===== config.mk =====
export PLATFORM = sky130hd
export DESIGN_NAME = fdtd_step_sched_flat
export DESIGN_NICKNAME = d
export VERILOG_FILES = /design/src/rtl/fdtd_step_sched_if.sv /design/src/rtl/fdtd_step_sched.sv /design/src/flat_wrapper.sv
export SDC_FILE = /design/constraint.sdc
export NUM_CORES = 1
export LEC_CHECK = 0
export CORE_UTILIZATION = 45
export CTS_CLUSTER_DIAMETER = 200
export CTS_CLUSTER_SIZE = 28
export DETAILED_ROUTE_END_ITERATION = 8
export GPL_ROUTABILITY_DRIVEN = 0
export MAX_ROUTING_LAYER = met4
export PLACE_DENSITY = 0.8
export RECOVER_POWER = 100
export SLEW_MARGIN = 20
export SYNTH_ARGS = -nofsm -noshare
export SYNTH_HDL_FRONTEND = slang
export SYNTH_SLANG_ARGS = --single-unit

===== constraint.sdc =====
create_clock -name CLK -period 3.94 [get_ports CLK]
set_clock_uncertainty 0.15 [all_clocks]
set_input_delay 1.182 -clock CLK [delete_from_list [all_inputs] [get_ports CLK]]
set_output_delay 1.182 -clock CLK [all_outputs]
set_load 0.1 [all_outputs]

===== src/rtl/fdtd_step_sched_if.sv =====
// Phase handshake between the time-step scheduler (master) and the calculation
// controller / write-back path (slave): start flags out, completion pulses back.
interface fdtd_step_sched_if;
  logic calc_Hy_flg_o;
  logic calc_Ez_flg_o;
  logic calc_src_flg_o;
  logic hy_done_i;
  logic ez_done_i;
  logic src_done_i;

  modport master (
    output calc_Hy_flg_o, calc_Ez_flg_o, calc_src_flg_o,
    input  hy_done_i, ez_done_i, src_done_i
  );

  modport slave (
    input  calc_Hy_flg_o, calc_Ez_flg_o, calc_src_flg_o,
    output hy_done_i, ez_done_i, src_done_i
  );
endinterface


===== src/rtl/fdtd_step_sched.sv =====
// FDTD time-step scheduler: runs Hy, Ez and optional source phases per step,
// with a per-phase watchdog and an abort honoured at the next step boundary.
module fdtd_step_sched #(
  parameter int STEP_WIDTH = 16,
  parameter int TMO_WIDTH  = 16,
  parameter int TMO_CYC    = 1000
) (
  input  logic                  CLK,
  input  logic                  RST,
  input  logic                  start_i,
  input  logic [STEP_WIDTH-1:0] step_num_i,
  input  logic                  src_en_i,
  input  logic                  abort_i,
  fdtd_step_sched_if.master     calc_if,
  output logic                  busy_o,
  output logic                  done_o,
  output logic                  aborted_o,
  output logic                  err_o,
  output logic [1:0]            err_phase_o,
  output logic [STEP_WIDTH-1:0] step_cnt_o
);

  typedef enum logic [3:0] {
    IDLE, ISSUE_HY, WAIT_HY, ISSUE_EZ, WAIT_EZ, ISSUE_SRC, WAIT_SRC, STEP_END, ERR
  } state_e;

  localparam logic [TMO_WIDTH-1:0] TMO_LAST = TMO_WIDTH'(TMO_CYC - 1);
  localparam logic [1:0] PH_NONE = 2'd0;
  localparam logic [1:0] PH_HY   = 2'd1;
  localparam logic [1:0] PH_EZ   = 2'd2;
  localparam logic [1:0] PH_SRC  = 2'd3;

  state_e                state_q, state_d;
  logic [STEP_WIDTH-1:0] step_num_q, step_num_d;
  logic [STEP_WIDTH-1:0] step_cnt_q, step_cnt_d;
  logic [TMO_WIDTH-1:0]  tmo_q, tmo_d;
  logic                  src_en_q, src_en_d;
  logic                  abort_q, abort_d;
  logic                  done_q, done_d;
  logic                  aborted_q, aborted_d;
  logic                  err_q, err_d;
  logic [1:0]            err_phase_q, err_phase_d;

  logic                  busy;
  logic [STEP_WIDTH-1:0] cnt_inc;
  logic                  phase_done;
  state_e                phase_next;
  logic [1:0]            phase_id;

  assign busy    = (state_q != IDLE) && (state_q != ERR);
  assign cnt_inc = step_cnt_q + STEP_WIDTH'(1);

  // Per-WAIT-state view: which completion pulse matters, where it leads, and
  // which phase code to report if the watchdog fires instead.
  always_comb begin
    phase_done = 1'b0;
    phase_next = IDLE;
    phase_id   = PH_NONE;
    case (state_q)
      WAIT_HY: begin
        phase_done = calc_if.hy_done_i;
        phase_next = ISSUE_EZ;
        phase_id   = PH_HY;
      end
      WAIT_EZ: begin
        phase_done = calc_if.ez_done_i;
        phase_next = src_en_q ? ISSUE_SRC : STEP_END;
        phase_id   = PH_EZ;
      end
      WAIT_SRC: begin
        phase_done = calc_if.src_done_i;
        phase_next = STEP_END;
        phase_id   = PH_SRC;
      end
      default: ;
    endcase
  end

  // NOTE: every next-state signal takes its hold value first, so no path through
  // the case statement can leave one unassigned and infer a latch.
  always_comb begin
    state_d     = state_q;
    step_num_d  = step_num_q;
    step_cnt_d  = step_cnt_q;
    tmo_d       = tmo_q;
    src_en_d    = src_en_q;
    abort_d     = abort_q;
    done_d      = 1'b0;
    aborted_d   = aborted_q;
    err_d       = err_q;
    err_phase_d = err_phase_q;

    case (state_q)
      IDLE, ERR: begin
        if (start_i) begin
          step_num_d  = step_num_i;
          src_en_d    = src_en_i;
          step_cnt_d  = '0;
          abort_d     = 1'b0;
          aborted_d   = 1'b0;
          err_d       = 1'b0;
          err_phase_d = PH_NONE;
          if (step_num_i == '0) begin
            done_d  = 1'b1;
            state_d = IDLE;
          end else begin
            state_d = ISSUE_HY;
          end
        end
      end
      ISSUE_HY:  begin state_d = WAIT_HY;  tmo_d = '0; end
      ISSUE_EZ:  begin state_d = WAIT_EZ;  tmo_d = '0; end
      ISSUE_SRC: begin state_d = WAIT_SRC; tmo_d = '0; end
      WAIT_HY, WAIT_EZ, WAIT_SRC: begin
        // A completion arriving on the final allowed cycle still beats the watchdog.
        if (phase_done) begin
          state_d = phase_next;
        end else if (tmo_q == TMO_LAST) begin
          state_d     = ERR;
          err_d       = 1'b1;
          err_phase_d = phase_id;
        end else begin
          tmo_d = tmo_q + TMO_WIDTH'(1);
        end
      end
      STEP_END: begin
        step_cnt_d = cnt_inc;
        if ((cnt_inc == step_num_q) || abort_q) begin
          done_d    = 1'b1;
          aborted_d = abort_q && (cnt_inc < step_num_q);
          state_d   = IDLE;
        end else begin
          state_d = ISSUE_HY;
        end
      end
      default: state_d = IDLE;
    endcase

    if (busy && abort_i) begin
      abort_d = 1'b1;
    end
  end

  // NOTE: state registers use non-blocking assignments so every flop samples the
  // pre-edge values, independent of statement order.
  always_ff @(posedge CLK) begin
    if (RST) begin
      state_q     <= IDLE;
      step_num_q  <= '0;
      step_cnt_q  <= '0;
      tmo_q       <= '0;
      src_en_q    <= 1'b0;
      abort_q     <= 1'b0;
      done_q      <= 1'b0;
      aborted_q   <= 1'b0;
      err_q       <= 1'b0;
      err_phase_q <= PH_NONE;
    end else begin
      state_q     <= state_d;
      step_num_q  <= step_num_d;
      step_cnt_q  <= step_cnt_d;
      tmo_q       <= tmo_d;
      src_en_q    <= src_en_d;
      abort_q     <= abort_d;
      done_q      <= done_d;
      aborted_q   <= aborted_d;
      err_q       <= err_d;
      err_phase_q <= err_phase_d;
    end
  end

  assign calc_if.calc_Hy_flg_o  = (state_q == ISSUE_HY);
  assign calc_if.calc_Ez_flg_o  = (state_q == ISSUE_EZ);
  assign calc_if.calc_src_flg_o = (state_q == ISSUE_SRC);
  assign busy_o      = busy;
  assign done_o      = done_q;
  assign aborted_o   = aborted_q;
  assign err_o       = err_q;
  assign err_phase_o = err_phase_q;
  assign step_cnt_o  = step_cnt_q;

endmodule


===== src/flat_wrapper.sv =====
// flat-port wrapper written by rule: the top's interface ports become plain ports
module fdtd_step_sched_flat 
#(
  parameter int STEP_WIDTH = 16,
  parameter int TMO_WIDTH  = 16,
  parameter int TMO_CYC    = 1000
)
  (CLK, RST, start_i, step_num_i, src_en_i, abort_i, busy_o, done_o, aborted_o, err_o, err_phase_o, step_cnt_o, calc_if_calc_Hy_flg_o, calc_if_calc_Ez_flg_o, calc_if_calc_src_flg_o, calc_if_hy_done_i, calc_if_ez_done_i, calc_if_src_done_i);
  fdtd_step_sched_if calc_if_i ();
  input  logic CLK;
  input  logic RST;
  input  logic start_i;
  input  logic [STEP_WIDTH-1:0] step_num_i;
  input  logic src_en_i;
  input  logic abort_i;
  output logic busy_o;
  output logic done_o;
  output logic aborted_o;
  output logic err_o;
  output logic [1:0] err_phase_o;
  output logic [STEP_WIDTH-1:0] step_cnt_o;
  output wire logic [$bits(calc_if_i.calc_Hy_flg_o)-1:0] calc_if_calc_Hy_flg_o;
  output wire logic [$bits(calc_if_i.calc_Ez_flg_o)-1:0] calc_if_calc_Ez_flg_o;
  output wire logic [$bits(calc_if_i.calc_src_flg_o)-1:0] calc_if_calc_src_flg_o;
  input wire logic [$bits(calc_if_i.hy_done_i)-1:0] calc_if_hy_done_i;
  input wire logic [$bits(calc_if_i.ez_done_i)-1:0] calc_if_ez_done_i;
  input wire logic [$bits(calc_if_i.src_done_i)-1:0] calc_if_src_done_i;
  assign calc_if_calc_Hy_flg_o = calc_if_i.calc_Hy_flg_o;
  assign calc_if_calc_Ez_flg_o = calc_if_i.calc_Ez_flg_o;
  assign calc_if_calc_src_flg_o = calc_if_i.calc_src_flg_o;
  assign calc_if_i.hy_done_i = calc_if_hy_done_i;
  assign calc_if_i.ez_done_i = calc_if_ez_done_i;
  assign calc_if_i.src_done_i = calc_if_src_done_i;
  fdtd_step_sched #(.STEP_WIDTH(STEP_WIDTH), .TMO_WIDTH(TMO_WIDTH), .TMO_CYC(TMO_CYC)) u_core (.CLK(CLK), .RST(RST), .start_i(start_i), .step_num_i(step_num_i), .src_en_i(src_en_i), .abort_i(abort_i), .calc_if(calc_if_i), .busy_o(busy_o), .done_o(done_o), .aborted_o(aborted_o), .err_o(err_o), .err_phase_o(err_phase_o), .step_cnt_o(step_cnt_o));
endmodule

== Yosys cells after proc, flatten, opt, wreduce, memory -nomap -nowiden ==
Index checks and enable logic that the tools add are counted.

* Bits in registers: 59
* Input port bits: 24
* Logic and storage cells: 83

* $add $sub $neg: 2
* Magnitude comparators: 1
* Eq/ne operators: 17
* Muxes and demuxes: 31
* Reductions and logical operators: 22

{| class="wikitable"
|+ Operators with widths
! kind !! number
|-
| $pmux 16 s2 || 2
|-
| $mux 16 || 3
|-
| $add 16x1->16 const B || 2
|-
| $pmux 4 s6 || 1
|-
| $eq 16x10->1 const B || 1
|-
| $eq 16x16->1 || 1
|-
| $eq 4x3->1 const B || 4
|-
| $logic_not 16->1 || 1
|-
| $lt 16x16->1 || 1
|-
| $mux 4 || 3
|-
| $pmux 4 s3 || 1
|-
| $mux 1 || 11
|-
| $reduce_bool 2->1 || 5
|-
| $eq 4x2->1 const B || 2
|-
| $mux 2 || 4
|-
| $reduce_and 2->1 || 4
|-
| $ne 2x2->1 const B || 3
|-
| $pmux 1 s2 || 3
|-
| $pmux 2 s3 || 1
|-
| $reduce_and 3->1 || 2
|-
| $reduce_or 3->1 || 2
|-
| $eq 4x1->1 const B || 1
|-
| $eq 4x4->1 const B || 1
|-
| $logic_not 4->1 || 1
|-
| other kinds (10) || 13
|}

== Depth between registers and ports, before layout ==
Gate-level depths: netlist (run 1).

* Depth after elaboration: 5
* Mapped depth: 11
* Mapped depth without buffers: 11

== Worst setup path before layout (run 1) ==
Ideal clock, no wire load.

* Path type: register -> output
* Start: register u_core.state_q[3]
* End: output port calc_if_calc_Ez_flg_o
* Data arrival time: 2,630 ps
* Required time: 2,608 ps
* Path slack: -22 ps
* Stages on the path, launching flop included: 4
* Path buffers: 1
* Cell sequence: dfxtp_1 buf_6 nand2b_1 nor3_1

* Cells in the longest elaborated chain, start to end: 1

{| class="wikitable"
|+ RTL lines
! element !! RTL line !! RTL
|-
| from (decl) || fdtd_step_sched.sv:33 || <nowiki>state_e state_q, state_d;</nowiki>
|-
| from (signal assigned) || fdtd_step_sched.sv:159 || <nowiki>state_q <= state_d;</nowiki>
|-
| $eq 4x2->1 || fdtd_step_sched.sv:173 || <nowiki>assign calc_if.calc_Ez_flg_o = (state_q == ISSUE_EZ);</nowiki>
|-
| to (decl) || flat_wrapper.sv:23 || <nowiki>output wire logic [$bits(calc_if_i.calc_Ez_flg_o)-1:0] calc_if_calc_Ez_flg_o;</nowiki>
|}

Every way passes these cells.

== Final worst setup path (run 1) ==
* Start: register u_core.state_q[0]
* End: output port calc_if_calc_src_flg_o

* Cells in the longest elaborated chain, start to end: 1

{| class="wikitable"
|+ RTL lines
! element !! RTL line !! RTL
|-
| $eq 4x3->1 || fdtd_step_sched.sv:174 || <nowiki>assign calc_if.calc_src_flg_o = (state_q == ISSUE_SRC);</nowiki>
|-
| to (decl) || flat_wrapper.sv:24 || <nowiki>output wire logic [$bits(calc_if_i.calc_src_flg_o)-1:0] calc_if_calc_src_flg_o;</nowiki>
|}

Every way passes these cells.

==> results of run 1 <==
final cells by class:
class | count | area (sq um) | area share [%]
flip-flops and latches | 59 | 1180 | 30.3
repair buffers | 51 | 353 | 9.06
clock inverters | 5 | 52.6 | 1.35
clock buffers | 11 | 141 | 3.63
well taps | 99 | 124 | 3.18
inverters | 23 | 86.3 | 2.22
multi-input cells | 315 | 1950 | 50.2
tightest hold or removal path, stage by stage (launching register included):
cell     delay [ns]
dfxtp_1        0.31
nand2_1        0.05
a21oi_1        0.05
placed cells by master, fill, tap and decap left out, types with 7 or more instances in the layout:
| cell | Yosys | layout |
|---|---|---|
| a21oi_1 | 39 | 39 |
| clkbuf_1 | 8 | 23 |
| clkbuf_8 | 0 | 10 |
| clkdlybuf4s50_1 | 0 | 19 |
| dfxtp_1 | 59 | 59 |
| ha_1 | 18 | 18 |
| inv_1 | 22 | 22 |
| nand2_1 | 57 | 57 |
| nand2b_1 | 7 | 7 |
| nand3_1 | 21 | 22 |
| nand4_1 | 13 | 13 |
| nor2_1 | 27 | 27 |
| nor3_1 | 6 | 7 |
| o21ai_0 | 5 | 15 |
| or4_1 | 10 | 10 |
| xnor2_1 | 11 | 11 |
| xor2_1 | 7 | 7 |
cells by family after synthesis:
| logic type | count (synthesis) | synth area share [%] |
|---|---|---|
| AND/OR/NAND/NOR | 180 | 28.4 |
| XOR/XNOR | 18 | 4.70 |
| buffers and inverters | 40 | 5.41 |
| AO/OA/AOI/OAI | 96 | 18.6 |
| adder cells (fa/ha/maj) | 18 | 6.72 |
| flip-flops | 59 | 35.2 |
| multiplexers | 3 | 1.01 |
stage by stage:
stage	utilization (%)	power (mW)
after global placement	53.0	1.25
after floorplan	-	1.15
after CTS	55.7	1.82
after global routing	54.0	1.88
final	54.0	1.79
after detailed placement	53.0	1.27
per-layer routing:
layer  GRT usage (%)  part of all wire (%)  up-vias
met1            28.1                    45     1479
met2            35.1                    48       77
met4            9.68                   1.8        0
met5               -                     0        -
li1                -                     -     1596
met3            6.53                   5.1       17
state kept, by name (all words and copies together) (netlist names):
register	count
u_core.step_cnt_o	16
u_core.step_num_q	16
u_core.tmo_q	16
u_core.state_q	4
u_core.err_phase_o	2
u_core.abort_q	1
u_core.aborted_o	1
u_core.done_o	1
u_core.err_o	1
u_core.src_en_q	1
final timing paths:
| path | startpoint | endpoint | slack, ns | cells after the start |
|---|---|---|---|---|
| max | u_core.state_q[0]$_SDFFE_PP0P_ | calc_if_calc_src_flg_o | 0.47 | 3 |
| min | u_core.step_num_q[13]$_SDFFE_PP0P_ | u_core.step_num_q[13]$_SDFFE_PP0P_ | 0.30 | 2 |
| max reg2reg | u_core.step_cnt_o[0]$_SDFFE_PP0P_ | u_core.state_q[0]$_SDFFE_PP0P_ | 0.49 | 11 |
| min reg2reg | u_core.step_num_q[13]$_SDFFE_PP0P_ | u_core.step_num_q[13]$_SDFFE_PP0P_ | 0.30 | 2 |
power breakdown:
part	internal (mW)	total (mW)	switching (mW)
logic	0.164	0.536	0.373
clock network	0.306	0.550	0.245
registers	0.647	0.700	0.0530
total	1.12	1.79	0.670
==> flow_summary.json, run 1 <==
{
  "rsz0062_at_grt": "false",
  "port_buffers": 48,
  "die_h_um": 88.3,
  "cp.buffers_inverters": 1,
  "worst_slack_ns": 0.469,
  "dp_slack_ns": 0.535,
  "irDropWorstVdd_mv": 0.345,
  "cp_slowest_stage_delay_ns": 0.87,
  "wl_mm": 8.08,
  "diodes": 0,
  "nets": 501,
  "ys_warn_count": 0,
  "ys_async_sr_fraction_pct": 0,
  "path_max_fanout": 9,
  "track_usage_pct": 22.9,
  "timing.critical_path.slowest_stage_cell": "clkbuf_1",
  "num_rows": 31,
  "final_max_slew_viol_count": 0,
  "fp.coreArea_sq_um": 7210,
  "wire_per_inst_um": 14.4,
  "post_cts_buffers": 0,
  "dieArea_sq_um": 7800,
  "ys_types": 60,
  "layout.cells.non_filler": 563,
  "finalSetupTns_ns": 0,
  "synthCells": 414,
  "synth_top_cell_by_area": "dfxtp_1",
  "grt-ovfl-total": 0,
  "grt_max_degree": 23,
  "synth-edff-count": 0,
  "critical_path_required_ns": 2.61,
  "final_area_sq_um": 3890,
  "cts_hold_buf": 0,
  "path_clk_slew_ns": 0.07,
  "setup_viol": 0,
  "relSlewSlack_pct": 21.0,
  "leakagePower_nw": 1.45,
  "cts_tree": "built",
  "cts_resized": 0,
  "first_iter_violations": 166,
  "drive_gt1_share_pct": 6.03,
  "dp_cells": 547,
  "cts_max_level": 3,
  "ys.flop_type": "dfxtp_1",
  "synth_area_leaders": "dfxtp_1, ha_1, nand2_1",
  "initial_utilization_pct": 46.5,
  "min_path_type": "reg -> reg",
  "crit_path_start_kind": "register",
  "clk_latency_ns": 0.35,
  "antenna_found_initial": 0,
  "worstMarginPinSlew_ns": 1.19,
  "grt_pass1_wl_mm": 13.4,
  "fillerInstances": 724,
  "critical-path-top-delay-family": "buffers and inverters",
  "timing.hold.ws_ns": 0.304,
  "io_pins": 49,
  "vias": 3169,
  "cts_root_buffer": "clkbuf_8",
  "cp.arrival_ns": 2.14,
  "syn_to_final_growth_pct": 16.1,
  "end_kind": "output pin",
  "detailed_place.area_sq_um": 3820,
  "cts.sinks": 59,
  "dpl.hpwl_mm": 5.98,
  "drt_first_pass_iters": 4,
  "ctsLongestPathBuffers": 2,
  "critPathKind": "reg -> out",
  "cts_buffers": 9,
  "synth.top_cell.area_share_pct": 35.2,
  "synth.most_common_cell": "dfxtp_1",
  "ys_ff_latch": 59,
  "drv_cap": 0,
  "drc_errors": 0,
  "synth_area_per_cell_sq_um": 8.10,
  "synth_area_sq_um": 3350,
  "finalHoldViolCount": 0,
  "netlist_top_cells_count": "dfxtp_1, nand2_1, a21oi_1, nor2_1, inv_1",
  "ant_nets": 0,
  "fin_crit_ns": 3.47,
  "max_freq_ghz": 0.288,
  "synth_fp_nets": 456,
  "die_w_um": 88.3,
  "ys_seq_area_share_pct": 35.2,
  "fin_crit_sh_pct": 88.1,
  "outcome": "completed",
  "p_per_area_nw_per_um2": 459,
  "crit_chain": "nand2b_1 > nor2_1 > clkbuf_1",
  "grt_pass1_vias": 2903,
  "viasPerCell": 5.63
}
(Power assumes the default switching activity.)
==> run 2, diff against run 1 <==
CORE_MARGIN = 10   (was unset)
==> run 2 against run 1 <==
Effect of this change: count of clock-buffer cells in the layout unchanged; largest cell class unchanged; combinational power is 0.7% higher; hold slack better by 0.0010 ns; power increased by 6.9%; global-route usage decreased by 7.6 points; design area is 1.3% higher; sequential share of layout area fell by 0.39 points; critical path depth rose by 2; die area rose by 45%; via count decreased by 0.44%.
==> flow_summary.json, run 2 (same netlist as run 1, synthesis figures left out) <==
{
  "reg2reg_depth": 11,
  "final_max_slew_viol_count": 0,
  "end_kind": "register",
  "nets": 501,
  "clk_latency_ns": 0.34,
  "cts_root_buffer": "clkbuf_8",
  "num_rows": 31,
  "grt_pass1_vias": 3016,
  "postLayoutCoreUtil_pct": 54.4,
  "top_layer_used": "met4",
  "die_w_um": 106,
  "diodes": 0,
  "cts_buffers": 9,
  "irDropWorstVdd_mv": 0.427,
  "wl_mm": 8.39,
  "finalHoldViolCount": 0,
  "grt-ovfl-total": 0,
  "crit_path_start_kind": "input port",
  "die_h_um": 106,
  "dieArea_sq_um": 11300,
  "first_iter_violations": 200,
  "r2r_slack_ns": 0.42,
  "antenna_found_initial": 0,
  "grt_max_degree": 34,
  "multi_input_comb_area_sq_um": 1960,
  "drv_cap": 0,
  "cts.sinks": 59,
  "layout_commonest_cell": "dfxtp_1",
  "p_per_area_nw_per_um2": 485,
  "cts_max_level": 3,
  "dpl.hpwl_mm": 6.22,
  "critical_path_required_ns": 4.02,
  "ant_nets": 0,
  "fp.coreArea_sq_um": 7250,
  "setup_viol": 0,
  "fillerInstances": 694,
  "wl_met2_mm": 4.05,
  "layout_common_cells": "dfxtp_1, nand2_1, a21oi_1",
  "dp_slack_ns": 0.494,
  "path_clk_slew_ns": 0.07,
  "post_cts_buffers": 0,
  "cts_hold_buf": 0,
  "initial_utilization_pct": 46.2,
  "worstMarginPinSlew_ns": 1.43,
  "whs_path_depth": 2,
  "outcome": "completed",
  "min_from": "u_core.step_num_q[6]$_SDFFE_PP0P_",
  "port_buffers": 48,
  "worst_slack_ns": 0.331,
  "critPathKind": "in -> reg",
  "min_path_type": "reg -> reg",
  "register_area_sq_um": 1180,
  "max_freq_ghz": 0.277,
  "path_max_fanout": 33,
  "io_pins": 49,
  "fin_crit_ns": 3.61,
  "leakagePower_nw": 1.47,
  "vias": 3155,
  "cts_resized": 0,
  "drc_errors": 0,
  "drive_gt1_share_pct": 5.82,
  "regToRegStartpoint": "u_core.step_cnt_o[0]$_SDFFE_PP0P_",
  "routed-wl-met3_um": 533,
  "cp.arrival_ns": 3.68,
  "fin_crit_sh_pct": 91.6,
  "wl_met1_mm": 3.70,
  "drt_first_pass_iters": 5,
  "relSlewSlack_pct": 4.86,
  "rr_endpoint": "u_core.state_q[0]$_SDFFE_PP0P_",
  "grt_pass1_wl_mm": 14.2,
  "cts_tree": "built",
  "track_usage_pct": 15.3,
  "hold_path_end": "u_core.step_num_q[6]$_SDFFE_PP0P_",
  "syn_to_final_growth_pct": 17.6,
  "rsz0062_at_grt": "false",
  "viasPerCell": 5.60,
  "ctsLongestPathBuffers": 2,
  "wire_per_inst_um": 14.9
}
run 2: cell types whose count changed in the layout (fill, tap and decap cells not counted), moves of 2 or more:
cell       previous run  this run
o21ai_1               1         4
o21ai_0              15        12
clkbuf_1             23        25
bufinv_16             1         3
run 2: report_power, final:
group,internal (mW),switching (mW)
logic,0.169,0.371
clock network,0.435,0.237
registers,0.648,0.0511
run 2: metrics by stage:
step / std cells / area (sq um) / hold WS, ns / TNS (ns) / power [mW]
after CTS: 563 / 4060 / 0.306 / 0 / 1.94
after global placement: 547 / 3820 / 0.296 / 0 / 1.26
after global routing: 563 / 3940 / 0.329 / 0 / 2.01
after floorplan: 414 / 3350 / 0.286 / -0.0442 / 1.15
after detailed placement: 547 / 3820 / 0.297 / 0 / 1.27
final: 563 / 3940 / 0.305 / 0 / 1.91
run 2: final cells by class:
class,instances,area share [%]
Clock buffer,11,3.59
Clock inverter,5,2.54
Inverter,23,2.19
Multi-Input combinational cell,315,49.8
Sequential cell,59,30.0
Tap cell,99,3.14
Timing Repair Buffer,51,8.82
run 2: critical path: stages:
cell and delay, ns:
dlygate4sd3_1 0.79, clkbuf_1 1.08, nor2_1 0.31, nand2_1 0.21, a31oi_1 0.09
run 2: how the worst max path moves through the flow:
| stage | end | slack (ns) | from |
|---|---|---|---|
| finish | u_core.step_cnt_o[11]$_SDFFE_PP0P_ | 0.33 | RST |
| global route | u_core.step_cnt_o[13]$_SDFFE_PP0P_ | 0.10 | RST |
| CTS | u_core.state_q[0]$_SDFFE_PP0P_ | 0.46 | u_core.step_cnt_o[0]$_SDFFE_PP0P_ |
| detailed placement | u_core.state_q[0]$_SDFFE_PP0P_ | 0.49 | u_core.step_cnt_o[0]$_SDFFE_PP0P_ |
| global placement | u_core.state_q[0]$_SDFFE_PP0P_ | 0.64 | u_core.step_cnt_o[0]$_SDFFE_PP0P_ |
| floorplan | calc_if_calc_Ez_flg_o | -0.02 | u_core.state_q[3]$_SDFFE_PP0P_ |
run 2: routing by layer:
| layer | GRT usage, % | vias up |
|---|---|---|
| met3 | 4.53 | 14 |
| met5 | - | - |
| met1 | 17.9 | 1442 |
| met2 | 25.1 | 107 |
| li1 | - | 1592 |
| met4 | 3.97 | 0 |
==> run 3, diff against run 2 <==
--- a/config.mk
+++ b/config.mk
@@ -19,2 +19,3 @@
 export SYNTH_HDL_FRONTEND = slang
 export SYNTH_SLANG_ARGS = --single-unit
+export TNS_END_PERCENT = 5
==> constraint.sdc (replaced) <==
create_clock -name CLK -period 3.94 [get_ports CLK]
set_clock_uncertainty 0.15 [all_clocks]
set_input_delay 0.788 -clock CLK [delete_from_list [all_inputs] [get_ports CLK]]
set_output_delay 0.788 -clock CLK [all_outputs]
set_load 0.1 [all_outputs]
==> run 3 against run 2 <==
Effect of this change: die area did not move; fmax grew 2.8%; final cell count down 0.36%; critical path depth rose by 6; sequential power about the same; design area grew 1.7%; flip-flop and latch count is the same; combinational power down 2%; global-route usage increased by 0.37 points; clock power shrank 19%; register-to-register slack about the same; largest cell class unchanged; hold slack improved by 0.0031 ns.
==> flow_summary.json, run 3 (same netlist as run 1, synthesis figures left out) <==
{
  "outcome": "completed",
  "viasPerCell": 5.73,
  "p_per_area_nw_per_um2": 444,
  "finalSetupTns_ns": 0,
  "fin_crit_sh_pct": 89.1,
  "layout_commonest_cell": "dfxtp_1",
  "fp.coreArea_sq_um": 7250,
  "wl_mm": 8.49,
  "grt_pass1_vias": 3008,
  "ctsLongestPathBuffers": 2,
  "setup_viol": 0,
  "min_path_type": "reg -> reg",
  "wire_per_inst_um": 15.1,
  "vias": 3215,
  "end_kind": "register",
  "nets": 500,
  "dp_cells": 546,
  "internal_power_mw": 1.11,
  "layout.cells.non_filler": 561,
  "die_h_um": 106,
  "p_seq_share_pct": 39.5,
  "dp_slack_ns": 0.472,
  "detailed_place.area_sq_um": 3870,
  "cp.buffers_inverters": 0,
  "register_area_sq_um": 1180,
  "drv_cap": 0,
  "track_usage_pct": 15.7,
  "path_depth": 11,
  "reg2reg_depth": 11,
  "fin_crit_ns": 3.51,
  "clk_latency_ns": 0.34,
  "crit_path_start_kind": "register",
  "crit_chain": "ha_1 > nand4_1 > nor3_2 > nand3_1 > xnor2_1 > ha_1 > nand4_1 > o41ai_1 > nor2_1 > a221oi_1 > and4bb_1",
  "dpl.hpwl_mm": 6.41,
  "cts.sinks": 59,
  "post_cts_buffers": 0,
  "cp_slowest_stage_delay_ns": 0.46,
  "whs_path_depth": 2,
  "io_pins": 49,
  "path_clk_slew_ns": 0.07,
  "timing.hold.ws_ns": 0.309,
  "cts_resized": 0,
  "path_max_fanout": 7,
  "multi_input_comb_area_sq_um": 1950,
  "antenna_found_initial": 0,
  "num_rows": 31,
  "die_w_um": 106,
  "critical-path-top-delay-family": "simple AND/OR/NAND/NOR gates",
  "layout_common_cells": "dfxtp_1, nand2_1, a21oi_1",
  "final_area_sq_um": 4010,
  "worst_slack_ns": 0.430,
  "pwr-share-comb_pct": 29.8,
  "diodes": 0,
  "port_buffers": 48,
  "leakagePower_nw": 1.56,
  "critPathKind": "reg -> reg",
  "routed-wl-met3_um": 589,
  "timing.critical_path.slowest_stage_cell": "dfxtp_1",
  "worstMarginPinSlew_ns": 1.17,
  "max_freq_ghz": 0.285,
  "rsz0062_at_grt": "false",
  "grt_max_degree": 23,
  "grt_pass1_wl_mm": 14.3,
  "relSlewSlack_pct": 22.3,
  "syn_to_final_growth_pct": 19.5,
  "top_layer_used": "met4",
  "cts_max_level": 3,
  "clockPowerShare_pct": 30.7,
  "wl_met2_mm": 4.15,
  "cts_root_buffer": "clkbuf_8",
  "drt_first_pass_iters": 4,
  "net-switching-power_mw": 0.666,
  "irDropWorstVdd_mv": 0.341,
  "critical_path_required_ns": 4.02,
  "fillerInstances": 672,
  "first_iter_violations": 162,
  "swShare_pct": 37.4,
  "dieArea_sq_um": 11300,
  "drive_gt1_share_pct": 5.19,
  "cts_hold_buf": 0,
  "ant_nets": 0,
  "cts_buffers": 9,
  "wl_met1_mm": 3.63,
  "initial_utilization_pct": 46.2,
  "grt-ovfl-total": 0,
  "finalHoldViolCount": 0,
  "final_max_slew_viol_count": 0,
  "drc_errors": 0,
  "cp.arrival_ns": 3.59,
  "cts_tree": "built"
}
[run 3: cell count changes in the layout (fill, tap and decap cells not counted), sizes merged]
cell | previous run | this run
buf | 3 | 2
bufinv | 3 | 1
clkbuf | 36 | 14
clkinv | 2 | 4
dlygate4sd3 | 3 | 24
[run 3: final timing paths]
check | end | startpoint | slack [ns]
max | u_core.state_q[0]$_SDFFE_PP0P_ | u_core.step_cnt_o[0]$_SDFFE_PP0P_ | 0.43
min | u_core.step_num_q[14]$_SDFFE_PP0P_ | u_core.step_num_q[14]$_SDFFE_PP0P_ | 0.31
max reg2reg | u_core.state_q[0]$_SDFFE_PP0P_ | u_core.step_cnt_o[0]$_SDFFE_PP0P_ | 0.43
min reg2reg | u_core.step_num_q[14]$_SDFFE_PP0P_ | u_core.step_num_q[14]$_SDFFE_PP0P_ | 0.31
[run 3: through the flow]
stage,power [mW],util (%)
after global routing,1.87,55.3
after floorplan,1.15,-
after detailed placement,1.26,53.3
final,1.78,55.3
after CTS,1.81,56.0
after global placement,1.25,53.3
[run 3: power groups by stage]
stage	clock network [mW]	registers, mW	logic [mW]
3_5_place_dp	0	0.715	0.549
5_1_grt	0.581	0.708	0.584
2_1_floorplan	0	0.715	0.437
3_3_place_gp	0	0.711	0.539
6_report	0.546	0.702	0.530
4_1_cts	0.556	0.702	0.550
[run 3: layer usage]
layer	vias to the layer above	GRT usage (%)
li1	1592	-
met2	106	26.5
met5	-	-
met4	0	4.06
met3	18	5.25
met1	1499	17.4
[run 3: area by class of cell]
cell class / count / share of cell area (%)
tap: 99 / 3.09
timing repair buffer: 50 / 11.7
inverter: 23 / 2.15
sequential: 59 / 29.5
clock inverter: 5 / 1.34
clock buffer: 10 / 3.43
multi-input combinational: 315 / 48.8
[run 3: worst reg2reg max path: stages, from the launching register on]
cell	delay [ns]
dfxtp_1	0.46
ha_1	0.30
nand4_1	0.20
nor3_2	0.45
nand3_1	0.19
xnor2_1	0.17
ha_1	0.32
nand4_1	0.18
o41ai_1	0.46
nor2_1	0.09
a221oi_1	0.20
and4bb_1	0.24
